===== config.mk =====
export PLATFORM = sky130hd
export DESIGN_NAME = fifo_stream_reader
export DESIGN_NICKNAME = d
export VERILOG_FILES = /design/src/rtl/fifo_pkg.sv /design/src/rtl/fifo_stream_reader_skid_buf.sv /design/src/rtl/fifo_stream_reader.sv
export SDC_FILE = /design/constraint.sdc
export NUM_CORES = 1
export LEC_CHECK = 0
export ABC_AREA = 1
export BUFFER_PORTS_ARGS = -buffer_cell sky130_fd_sc_hd__clkbuf_2
export CAP_MARGIN = 10
export CORE_ASPECT_RATIO = 0.7
export CORE_MARGIN = 5
export CORE_UTILIZATION = 30
export DETAILED_ROUTE_END_ITERATION = 8
export HOLD_SLACK_MARGIN = 0.03
export PLACE_DENSITY = 0.55
export SLEW_MARGIN = 30
export SYNTH_ARGS = -nofsm -noshare
export SYNTH_HDL_FRONTEND = slang
export SYNTH_HIERARCHICAL = 1
export SYNTH_SLANG_ARGS = --single-unit

===== constraint.sdc =====
create_clock -name clk -period 1.95 [get_ports clk]
set_input_delay 0.4875 -clock clk [delete_from_list [all_inputs] [get_ports clk]]
set_output_delay 0.4875 -clock clk [all_outputs]
set_load 0.1 [all_outputs]

===== src/rtl/fifo_pkg.sv =====
// Shared FIFO constants and width helper
// for the sync FIFO and its readers.
package fifo_pkg;

  localparam int FIFO_DW    = 8;
  localparam int FIFO_DEPTH = 16;

  function automatic int clog2(input int v);
    int r;
    r = 0;
    for (int i = 0; i < 31; i++)
      if ((1 << i) < v) r = i + 1;
    return r;
  endfunction

endpackage


===== src/rtl/fifo_stream_reader_skid_buf.sv =====
// Small circular register buffer with
// wr/rd pointers and an occupancy count.
module skid_buf
  import fifo_pkg::*;
#(
  parameter int DW    = FIFO_DW,
  parameter int DEPTH = 3,
  localparam int PW   = (clog2(DEPTH) < 1) ? 1 : clog2(DEPTH),
  localparam int OW   = clog2(DEPTH + 1)
) (
  input  logic          clk,
  input  logic          rst_n,
  input  logic          wr_en,
  input  logic [DW-1:0] wr_data,
  input  logic          rd_en,
  output logic [DW-1:0] rd_data,
  output logic [OW-1:0] occupancy
);

  logic [DW-1:0] r_mem [DEPTH];
  logic [PW-1:0] r_wr_ptr;
  logic [PW-1:0] r_rd_ptr;
  logic [OW-1:0] r_occ;
  logic [PW-1:0] w_wr_nxt;
  logic [PW-1:0] w_rd_nxt;
  logic          w_full;

  // Depth need not be a power of two.
  assign w_wr_nxt = (r_wr_ptr == PW'(DEPTH - 1))
                  ? '0 : r_wr_ptr + PW'(1);
  assign w_rd_nxt = (r_rd_ptr == PW'(DEPTH - 1))
                  ? '0 : r_rd_ptr + PW'(1);
  assign w_full   = (r_occ == OW'(DEPTH));

  assign rd_data   = r_mem[r_rd_ptr];
  assign occupancy = r_occ;

  always_ff @(posedge clk or negedge rst_n) begin
    if (!rst_n) begin
      for (int i = 0; i < DEPTH; i++)
        r_mem[i] <= '0;
      r_wr_ptr <= '0;
      r_rd_ptr <= '0;
      r_occ    <= '0;
    end else begin
      if (wr_en) begin
        r_mem[r_wr_ptr] <= wr_data;
        r_wr_ptr        <= w_wr_nxt;
      end
      if (rd_en)
        r_rd_ptr <= w_rd_nxt;
      unique case ({wr_en, rd_en})
        2'b10:   r_occ <= r_occ + OW'(1);
        2'b01:   r_occ <= r_occ - OW'(1);
        default: r_occ <= r_occ;
      endcase
    end
  end

  a_no_ovf: assert property (
    @(posedge clk) disable iff (!rst_n)
    !(wr_en && w_full));

endmodule


===== src/rtl/fifo_stream_reader.sv =====
// FIFO drain engine: credit-gated pops,
// latency absorption, valid/ready output.
module fifo_stream_reader
  import fifo_pkg::*;
#(
  parameter int DW        = FIFO_DW,
  parameter int BUF_DEPTH = 3,
  parameter int CNT_W     = 16
) (
  input  logic             clk,
  input  logic             rst_n,
  input  logic             enable,
  input  logic             fifo_empty,
  input  logic [DW-1:0]    fifo_rdata,
  output logic             fifo_re,
  output logic             m_valid,
  output logic [DW-1:0]    m_data,
  input  logic             m_ready,
  output logic [CNT_W-1:0] xfer_count,
  output logic             busy
);

  localparam int OW = clog2(BUF_DEPTH + 1);

  logic             r_run;
  logic             r_inflight;
  logic [CNT_W-1:0] r_xfer;
  logic [OW-1:0]    w_occ;
  logic [OW:0]      w_used;
  logic             w_pop;

  // Credits count buffered plus in-flight bytes,
  // so m_ready never reaches fifo_re.
  assign w_used  = {1'b0, w_occ}
                 + {{OW{1'b0}}, r_inflight};
  assign fifo_re = r_run & enable & ~fifo_empty
                 & (w_used < (OW+1)'(BUF_DEPTH));

  assign m_valid    = (w_occ != '0);
  assign w_pop      = m_valid & m_ready;
  assign busy       = r_inflight | m_valid;
  assign xfer_count = r_xfer;

  always_ff @(posedge clk or negedge rst_n) begin
    if (!rst_n) begin
      r_run      <= 1'b0;
      r_inflight <= 1'b0;
      r_xfer     <= '0;
    end else begin
      r_run      <= 1'b1;
      r_inflight <= fifo_re;
      if (w_pop)
        r_xfer <= r_xfer + CNT_W'(1);
    end
  end

  skid_buf #(
    .DW    (DW),
    .DEPTH (BUF_DEPTH)
  ) u_buf (
    .clk       (clk),
    .rst_n     (rst_n),
    .wr_en     (r_inflight),
    .wr_data   (fifo_rdata),
    .rd_en     (w_pop),
    .rd_data   (m_data),
    .occupancy (w_occ)
  );

endmodule


# Word level (Yosys, flattened, before mapping)
# Cells that the tools add are included.
op_classes:
  n_mux: 9
  add_sub_neg: 6
  n_lt_le_gt_ge: 4
  bitwise: 8
  reduce_logical: 3
  n_eq_ne: 4
op_table:
  columns: ["cell", "count"]
  rows:
  - ["24-bit bitwise mux", 1]
  - ["8-bit 2-to-1 mux", 3]
  - ["16-bit by 1-bit adder with 16-bit output, second input constant", 1]
  - ["8-bit binary-select mux with 2-bit select", 1]
  - ["8-bit demux with 2-bit select", 1]
  - ["2-bit by 1-bit adder with 2-bit output, second input constant", 3]
  - ["2-bit == test, second input constant", 3]
  - ["3-bit >= comparator, second input constant", 2]
  - ["2-bit inverter with 3-bit output", 2]
  - ["1-bit bitwise AND", 4]
  - ["2-bit 2-to-1 mux", 2]
  - ["2-bit case mux with 2 select lines", 1]
  - ["2-bit nonzero test", 2]
  - ["2-bit by 1-bit adder with 3-bit output", 1]
  - ["3-bit by 1-bit < comparator with 1-bit output, second input constant", 1]
  - ["3-bit by 2-bit < comparator with 1-bit output, second input constant", 1]
  - ["2-bit by 1-bit == test with 1-bit output, second input constant", 1]
  - ["2-bit by 1-bit subtractor with 2-bit output, second input constant", 1]
  - ["1-bit logical AND", 1]
  - ["1-bit inverter", 1]
  - ["1-bit bitwise OR", 1]
totals:
  output_inout_bits: 27
  input_bits: 13
  register_bits: 48

# Depth between registers and ports, before layout
# Gate-level depths: netlist (run 1).
logic_depth:
  ltp_word: 6
  mapped_depth: 8

# By module
# Netlist (run 1), hierarchy kept.
modules_own_cells:
  columns: ["mod", "cells_each", "instances", "area_each_um2"]
  rows:
  - ["skid_buf", 150, 1, 1425.1]
  - ["fifo_stream_reader", 128, 1, 1068.5]

# Worst setup path before layout (run 1)
# No wires, ideal clock.
synth_timing:
  kind: "reg-to-output"
  startpoint: "register r_inflight"
  endpoint: "output fifo_re"
  slack_ns: -1.068
  path_stages_with_launch: 6
  t_required_ns: 1.462
  arrival_time_ns: 2.530
  path_cell_list: "dfrtp_1 -> ha_1 -> ha_1 -> nor2_1 -> nand3_1 -> a21oi_1"
synth_via:
  elab_chain_cells: 3
synth_lines:
  columns: ["element", "line", "source"]
  rows:
  - ["from (decl)", "fifo_stream_reader.sv:26", "logic r_inflight;"]
  - ["from (signal assigned)", "fifo_stream_reader.sv:51", "r_inflight <= fifo_re;"]
  - ["2-bit by 1-bit adder with 3-bit output", "fifo_stream_reader.sv:35", "+ {{OW{1'b0}}, r_inflight};"]
  - ["3-bit by 2-bit < comparator with 1-bit output", "fifo_stream_reader.sv:37", "& (w_used < (OW+1)'(BUF_DEPTH));"]
  - ["1-bit bitwise AND", "fifo_stream_reader.sv:37", null]
  - ["to (decl)", "fifo_stream_reader.sv:15", "output logic fifo_re,"]
# Every way passes these cells.

# Final worst setup path (run 1)
layout_timing:
  startpoint: "register u_buf.r_occ[0] (netlist: u_buf/occupancy[0])"
  endpoint: "output fifo_re"
layout_via:
  elab_chain_cells: 3
layout_lines:
  columns: ["element", "line", "source"]
  rows:
  - ["from (decl)", "fifo_stream_reader_skid_buf.sv:23", "logic [OW-1:0] r_occ;"]
  - ["from (signal assigned)", "fifo_stream_reader_skid_buf.sv:53", "2'b10: r_occ <= r_occ + OW'(1);"]
  - ["from (signal assigned)", "fifo_stream_reader_skid_buf.sv:54", "2'b01: r_occ <= r_occ - OW'(1);"]
  - ["from (signal assigned)", "fifo_stream_reader_skid_buf.sv:55", "default: r_occ <= r_occ;"]
  - ["2-bit by 1-bit adder with 3-bit output", "fifo_stream_reader.sv:35", null]
  - ["3-bit by 2-bit < comparator with 1-bit output", "fifo_stream_reader.sv:37", null]
  - ["1-bit bitwise AND", "fifo_stream_reader.sv:37", null]
# Every way passes these cells.

==> results of run 1 <==
per-stage QoR:
step / TNS [ns] / std cells / setup slack [ns]
after global routing: -0.204 / 431 / -0.117
after floorplan: -0.350 / 278 / -0.179
after CTS: -0.213 / 431 / -0.143
after detailed placement: 0 / 422 / 0.162
after global placement: 0 / 422 / 0.174
final: -0.0765 / 431 / -0.0541
timing repair:
action	CTS	global route
pin swaps	4	4
endpoints found under the setup margin	3	2
endpoints found under the hold margin	0	0
gates resized for setup	5	3
buffers inserted	1	0
critical path: cells and delay by family, from the launching register on:
| family | cells | cell delay, ns |
|---|---|---|
| simple gates | 2 | 0.15 |
| compound gates | 1 | 0.15 |
| buf+inv | 1 | 0.19 |
| fa+ha+maj | 2 | 0.33 |
| flops | 1 | 0.43 |
how the worst max path moves through the flow:
stage                        from  endpoint  slack (ns)  cells past startpoint
2_1_floorplan          r_inflight   fifo_re       -0.18                      5
3_3_place_gp   u_buf/occupancy[0]   fifo_re        0.17                      6
3_5_place_dp   u_buf/occupancy[0]   fifo_re        0.16                      6
4_1_cts        u_buf/occupancy[0]   fifo_re       -0.14                      6
5_1_grt        u_buf/occupancy[0]   fifo_re       -0.12                      6
6_report       u_buf/occupancy[0]   fifo_re       -0.05                      6
kinds of logic (layout without fill, tap and decap cells):
logic type                 after synthesis  count (layout)  synth area share (%)
adders and majority gates                4               4                  2.01
and+or+nand+nor                        146             146                  29.7
DFF                                     48              48                  48.2
other                                    1               1                 0.150
AOI/OAI and AO/OA                       32              32                  10.6
buffers and inverters                   40              92                  6.92
xor gates and xnor gates                 7               7                  2.46
cell usage after synthesis, drive strengths merged:
library cell  instances
a21oi                 1
buf                   3
nor2                 24
conb                  1
nand4                 4
xnor2                 4
nand2                92
or2                   1
inv                  37
o21ai                30
nor3                  2
dfrtp                48
o21bai                1
nand3b                1
ha                    4
nand3                22
xor2                  3
final cells by class:
| class | instances | area [sq um] | share of cell area, % |
|---|---|---|---|
| Timing Repair Buffer | 47 | 420 | 12.8 |
| Clock buffer | 7 | 153 | 4.64 |
| Inverter | 37 | 143 | 4.34 |
| Clock inverter | 1 | 30.0 | 0.913 |
| Multi-Input combinational cell | 190 | 1210 | 36.8 |
| Tap cell | 101 | 126 | 3.84 |
| Sequential cell | 48 | 1200 | 36.6 |
placed cells by master (no fill, tap or decap), types with 2 or more instances in the layout:
| cell type | netlist | layout |
|---|---|---|
| clkbuf_16 | 0 | 5 |
| xnor2_1 | 4 | 4 |
| clkbuf_8 | 0 | 2 |
| nand4_1 | 4 | 4 |
| nand3_1 | 15 | 6 |
| clkbuf_2 | 0 | 28 |
| dfrtp_2 | 0 | 3 |
| xor2_1 | 3 | 3 |
| buf_4 | 0 | 7 |
| o21ai_2 | 24 | 24 |
| nor2_4 | 5 | 6 |
| dfrtp_1 | 48 | 45 |
| ha_1 | 4 | 2 |
| o21ai_0 | 4 | 4 |
| inv_1 | 36 | 35 |
| buf_12 | 0 | 11 |
| nand2_1 | 88 | 88 |
| ha_4 | 0 | 2 |
| nand3_2 | 3 | 12 |
| nor2_2 | 3 | 3 |
| nand3_4 | 4 | 4 |
| nor2_1 | 15 | 14 |
| nand2_2 | 3 | 3 |
sequential cells by signal (all words and copies together) (netlist names):
signal,count
u_buf/occupancy,2
xfer_count,16
r_inflight,1
u_buf/r_wr_ptr,2
r_run,1
u_buf/r_mem,24
u_buf/r_rd_ptr,2
per-layer routing:
metal  track usage (%)  up-vias  wire length [microns]
met4              3.47        0                     62
li1                  -      973                      -
met3              2.09        5                    140
met5                 0        -                      0
met2              15.4       27                   2240
met1              16.5      866                   2830
==> results_dict.tcl, run 1 <==
set metrics [dict create \
    status "complete, but fails checks" \
    violations "negative setup slack" \
    std_cell_rows 27 \
    drc 0 \
    fin_nets 346 \
    synth_area_leaders "dfrtp_1, nand2_1, o21ai_2" \
    diodes 0 \
    areaGrowthSynthToFinish_pct 31.9 \
    holdWs_ns 0.153 \
    slew_headroom_pct 63.6 \
    final-hold-violation-count 0 \
    r2r_cells 9 \
    hold_buffers 0 \
    fp.dieH_microns 86.3 \
    ys_seq_area_share_pct 48.2 \
    ys_ff_latch 48 \
    dieArea_sq_mm 0.0103 \
    htreeDepth 2 \
    vias_per_cell 4.34 \
    antenna_found_initial 0 \
    syn_area_sq_mm 0.00249 \
    max_stage_delay_ns 0.43 \
    required_ns 1.46 \
    cts.root.buffer_cell "clkbuf_16" \
    finalWorstPathRequiredPeriod_ns 2.00 \
    synthCells 278 \
    layout-drive-gt1-share_pct 36.4 \
    dp_hpwl_mm 3.92 \
    grt_first_pass_wirelength_mm 9.07 \
    drt-wirelength-per-cell_microns 12.2 \
    maxCapViolCount 0 \
    synth.largest_area_cell "dfrtp_1" \
    cts_max_path_buffers 2 \
    clock_skew_ns 0.00748 \
    cts_buffers 5 \
    reg2reg_setup_slack_ns 0.34 \
    rr_startpoint "u_buf/occupancy[0]" \
    startpoint_type "register" \
    place_area_sq_mm 0.00306 \
    synth_top_area_share_pct 48.2 \
    grt_overflow 0 \
    finalSetupViolCount 2 \
    r2r-end "u_buf/occupancy[1]" \
    grt_max_degree 32 \
    port_buffers 39 \
    synth_nets 295 \
    max_freq_mhz 499 \
    drt_first_pass_iters 4 \
    routabilityCongestion 0.762 \
    clock_latency_ns 0.28 \
    start_util_pct 31.3 \
    die_w_microns 119 \
    slew_viol_final 0 \
    synth_area_per_cell_sq_um 8.97 \
    tightestPinTransition_ns 0.549 \
    yosysUniqueCellTypes 29 \
    worst_path_max_delay_cell "dfrtp_2" \
    path_common_cell "ha_4" \
    coreArea_sq_mm 0.00797 \
    fillerInstances 791 \
    grt_pass1_vias 1762 \
    yosysWarnings 6 \
    vias 1871 \
    clk_pin_slew_ns 0.07 \
    crit_type "register to output port" \
    cts.sinks 48 \
    cts_tree "yes" \
    grt.total_usage_pct 10.9 \
    rsz0062_at_grt "true" \
    wl_mm 5.28 \
    utilization_pct 41.2 \
    drtIter0Drc 52 \
    crit_chain "ha_4 > ha_4 > nor2_4 > nand3_2 > a21oi_4 > buf_12" \
    crit_fanout 2 \
    io-pin-count 40 \
    min_path_type "primary input to async pin" \
    worstPathArrival_ns 1.52 \
    end_kind "output port" \
    ant_nets 0 \
    fin_area_sq_mm 0.00329 \
    fin_ws_ns -0.0541 \
    finalCritPeriodShare_pct 103 \
]
Power of run 1 is left out: the tool's default activity adds up to more than one toggle a clock period on the data nets, which glitch-free logic cannot reach.
==> run 2, diff against run 1 <==
--- a/config.mk
+++ b/config.mk
@@ -13,7 +13,8 @@
 export CORE_UTILIZATION = 30
 export DETAILED_ROUTE_END_ITERATION = 8
 export HOLD_SLACK_MARGIN = 0.03
-export PLACE_DENSITY = 0.55
+export PLACE_DENSITY = 0.48
+export RECOVER_POWER = 100
 export SLEW_MARGIN = 30
 export SYNTH_ARGS = -nofsm -noshare
 export SYNTH_HDL_FRONTEND = slang
==> run 2 against run 1 <==
  * Fmax fell by 1.0%
  * Global-route usage up 0.15 points
  * Register-to-register slack worse by 0.07 ns
  * Worst setup slack worse by 0.021 ns
  * Final cell count rose by 1.6%
  * The flow still finishes with violations (negative setup slack)
==> results_dict.tcl, run 2 (synthesized netlist as in run 1, its figures left out) <==
set metrics [dict create \
    status "complete, but fails checks" \
    violations "negative setup slack" \
    fp.dieH_microns 86.3 \
    end_kind "output port" \
    cts_buffers 5 \
    coreArea_sq_mm 0.00797 \
    htreeDepth 2 \
    startpoint_type "register" \
    fin_nets 353 \
    finalWorstPathRequiredPeriod_ns 2.03 \
    std_cell_rows 27 \
    rr_startpoint "r_inflight" \
    regMostFlops "u_buf/r_mem" \
    cts.root.buffer_cell "clkbuf_16" \
    drtIter0Drc 88 \
    slew_viol_final 0 \
    fin_area_sq_mm 0.00330 \
    port_buffers 39 \
    grt_max_degree 25 \
    diodes 0 \
    final-hold-violation-count 0 \
    drt-wirelength-per-cell_microns 12.2 \
    utilization_pct 41.4 \
    final_common_cell "nand2_1" \
    ant_nets 0 \
    r2r-end "u_buf/r_mem[11]" \
    vias_per_cell 4.34 \
    drc 0 \
    layout-drive-gt1-share_pct 37.1 \
    tightestPinTransition_ns 1.03 \
    cts_tree "yes" \
    hold_buffers 0 \
    crit_fanout 2 \
    routabilityCongestion 0.695 \
    clk_pin_slew_ns 0.07 \
    clock_latency_ns 0.29 \
    grt.total_usage_pct 11.0 \
    grt_pass1_vias 1802 \
    final_cell_mix "nand2_1, dfrtp_1, inv_1, clkbuf_2, o21ai_2" \
    cts_max_path_buffers 2 \
    antenna_found_initial 0 \
    largest_reg_flops 24 \
    slew_headroom_pct 31.6 \
    dieArea_sq_mm 0.0103 \
    vias 1902 \
    grt_first_pass_wirelength_mm 9.03 \
    finalCritPeriodShare_pct 104 \
    start_util_pct 31.3 \
    drt_first_pass_iters 4 \
    required_ns 1.46 \
    finalSetupViolCount 1 \
    areaGrowthSynthToFinish_pct 32.3 \
    min_path_type "primary input to async pin" \
    max_freq_mhz 494 \
    reg2reg_setup_slack_ns 0.27 \
    rsz0062_at_grt "true" \
    clock_skew_ns 0.00609 \
    fin_tns_setup_ns -0.0753 \
    crit_type "register to output port" \
    maxCapViolCount 0 \
    place_area_sq_mm 0.00307 \
    grt_overflow 0 \
    io-pin-count 40 \
    worstPathArrival_ns 1.54 \
    dp_hpwl_mm 3.97 \
    cts.sinks 48 \
    fin_ws_ns -0.0753 \
    holdWs_ns 0.350 \
    r2r_cells 4 \
    wl_mm 5.33 \
    die_w_microns 119 \
]
==> run 2: worst max path at each step <==
| stage | startpoint | to | slack, ns |
|---|---|---|---|
| 2_1_floorplan | r_inflight | fifo_re | -0.18 |
| 3_3_place_gp | u_buf/occupancy[0] | fifo_re | 0.18 |
| 3_5_place_dp | r_inflight | fifo_re | 0.15 |
| 4_1_cts | r_inflight | fifo_re | -0.12 |
| 5_1_grt | r_inflight | fifo_re | -0.12 |
| 6_report | r_inflight | fifo_re | -0.08 |
==> run 2: metrics by stage <==
stage / worst slack (ns) / instances
after CTS: -0.119 / 433
after global routing: -0.121 / 438
after global placement: 0.177 / 423
after detailed placement: 0.147 / 423
final: -0.0753 / 438
after floorplan: -0.179 / 278
==> run 2: per-layer routing <==
metal  track usage, %  wire [microns]
met1             16.1            2940
met2             15.7            2130
met3             3.20             196
met4             3.15              59
met5                0               0
==> run 2: worst max-delay path, stage by stage, from the launching register on <==
cell and delay (ns):
dfrtp_1 0.41, ha_4 0.18, ha_4 0.16, nor2_4 0.07
nand3_2 0.08, a21oi_4 0.16, buf_12 0.19
==> run 2: timing repair <==
item / 4_1_cts / 5_1_grt
setup buffers: 2 / 5
setup endpoints to repair: 9 / 9
pin swaps: 4 / 5
gates resized for setup: 9 / 5
==> run 2: final cells by class <==
class	instances	area [sq um]
repair buffers	54	464
clock buffers	5	125
fillers	779	4670
well taps	101	126
inverters	37	143
clock inverters	3	42.5
multi-input cells	190	1190
flip-flops and latches	48	1200
Power of run 2 is left out for the same reason.
==> run 3, diff against run 2 <==
==> constraint.sdc (replaced) <==
create_clock -name clk -period 2.05 [get_ports clk]
set_input_delay 0.5125 -clock clk [delete_from_list [all_inputs] [get_ports clk]]
set_output_delay 0.5125 -clock clk [all_outputs]
set_load 0.1 [all_outputs]
==> run 3 against run 2 <==
  * The flow still finishes with violations (negative setup slack)
  * First-iteration DRC count grew 1.1%
  * Sequential share of layout area grew 1.3 points
  * Count of clock-buffer cells in the layout grew 1
  * Non-clock buffer count shrank 8
  * Highest routed layer unchanged
  * Worst setup slack gained 0.062 ns
  * Clock skew shrank 0.0011 ns
==> results_dict.tcl, run 3 (synthesized netlist as in run 1, its figures left out) <==
set metrics [dict create \
    fp.dieH_microns 86.3 \
    tightestPinTransition_ns 0.887 \
    cts_tree "yes" \
    final_cell_mix "nand2_1, dfrtp_1, inv_1, clkbuf_2, o21ai_2" \
    path_common_cell "ha_4" \
    clk_pin_slew_ns 0.06 \
    maxCapViolCount 0 \
    die_w_microns 119 \
    crit_family "flip-flops" \
    port_buffers 39 \
    routabilityCongestion 0.729 \
    clock_latency_ns 0.28 \
    finalSetupViolCount 1 \
    fin_area_sq_mm 0.00318 \
    start_util_pct 31.3 \
    path_buf_inv 1 \
    grt_pass1_vias 1822 \
    place_area_sq_mm 0.00301 \
    grt_max_degree 35 \
    htreeDepth 2 \
    diodes 0 \
    holdWs_ns 0.303 \
    vias 1861 \
    final_common_cell "nand2_1" \
    worst_path_max_delay_cell "dfrtp_2" \
    min_path_type "primary input to async pin" \
    coreArea_sq_mm 0.00797 \
    final-hold-violation-count 0 \
    clock_skew_ns 0.00495 \
    grt_overflow 0 \
    fin_cells 430 \
    cts.root.buffer_cell "clkbuf_16" \
    rsz0062_at_grt "true" \
    drc 0 \
    end_kind "output port" \
    dp_hpwl_mm 4.00 \
    max_stage_delay_ns 0.43 \
    largest_reg_flops 24 \
    slew_headroom_pct 40.7 \
    crit_type "register to output port" \
    drt-wirelength-per-cell_microns 12.5 \
    hold_buffers 0 \
    vias_per_cell 4.33 \
    areaGrowthSynthToFinish_pct 27.6 \
    std_cell_rows 27 \
    required_ns 1.54 \
    ant_nets 0 \
    fin_nets 345 \
    finalCritPeriodShare_pct 101 \
    finalWorstPathRequiredPeriod_ns 2.06 \
    fillerInstances 806 \
    drtIter0Drc 89 \
    regMostFlops "u_buf/r_mem" \
    crit_fanout 2 \
    status "complete, but fails checks" \
    startpoint_type "register" \
    grt_first_pass_wirelength_mm 9.26 \
    io-pin-count 40 \
    cts.sinks 48 \
    fin_ws_ns -0.0136 \
    layout-drive-gt1-share_pct 32.2 \
    crit_chain "ha_4 > ha_4 > nor2_4 > nand3_2 > a21oi_4 > buf_12" \
    dpl.cell_count 421 \
    slew_viol_final 0 \
    worstPathArrival_ns 1.55 \
    drt_first_pass_iters 4 \
    wl_mm 5.38 \
    cts_max_path_buffers 2 \
    violations "negative setup slack" \
    antenna_found_initial 0 \
    grt.total_usage_pct 11.1 \
    max_freq_mhz 485 \
    dieArea_sq_mm 0.0103 \
    cts_buffers 5 \
]
-- run 3: cell count changes in the layout (fill, tap and decap cells not counted), moves of 2 or more --
cell / before / now
nand3_2: 12 / 4
nand3_1: 8 / 15
buf_4: 10 / 5
buf_6: 3 / 1
-- run 3: worst paths after layout --
| kind | from | slack (ns) | end | cells after the start |
|---|---|---|---|---|
| worst min register to register | u_buf/r_mem[1] | 0.48 | u_buf/r_mem[1] | 2 |
| min in group clk | u_buf/r_mem[1] | 0.48 | u_buf/r_mem[1] | 2 |
| max in group asynchronous | rst_n | 0.41 | xfer_count[9] | 2 |
| worst min-delay path | rst_n | 0.30 | r_run | 1 |
| worst max register to register | r_inflight | 0.34 | u_buf/r_mem[10] | 4 |
| worst max-delay path | u_buf/occupancy[0] | -0.01 | fifo_re | 6 |
-- run 3: area by class of cell --
| type | count | area [sq um] | area share, % |
|---|---|---|---|
| clock buffer | 6 | 129 | 4.05 |
| multi-input combinational | 190 | 1150 | 36.1 |
| inverter | 37 | 143 | 4.48 |
| tap | 101 | 126 | 3.97 |
| timing repair buffer | 46 | 398 | 12.5 |
| sequential | 48 | 1200 | 37.8 |
| clock inverter | 2 | 35.0 | 1.10 |
-- run 3: metal layers --
layer | global-route usage, % | vias to the layer above | wire length [microns]
li1 | - | 979 | -
met1 | 16.7 | 857 | 2870
met2 | 16.2 | 21 | 2310
met3 | 2.61 | 4 | 167
met4 | 2.52 | 0 | 31
met5 | 0 | - | 0
-- run 3: worst register-to-register path, cell delays in order (launching register included) --
cell     delay (ns)
dfrtp_1        0.40
buf_4          0.20
nand3_1        0.63
nand2_1        0.27
o21ai_2        0.07
-- run 3: what timing repair did --
action                                  in CTS  in global routing
endpoints found under the setup margin       2                  2
buffers inserted                             1                  0
resized for setup                            4                  4
pin swaps                                    4                  4
-- run 3: stage by stage --
step | util [%] | setup WS, ns | setup TNS, ns
final | 39.9 | -0.0136 | -0.0136
after global placement | 37.7 | 0.254 | 0
after floorplan | - | -0.104 | -0.200
after detailed placement | 37.7 | 0.254 | 0
after global routing | 39.9 | -0.0670 | -0.309
after CTS | 40.2 | -0.0550 | -0.0550
Power of run 3 is left out for the same reason.
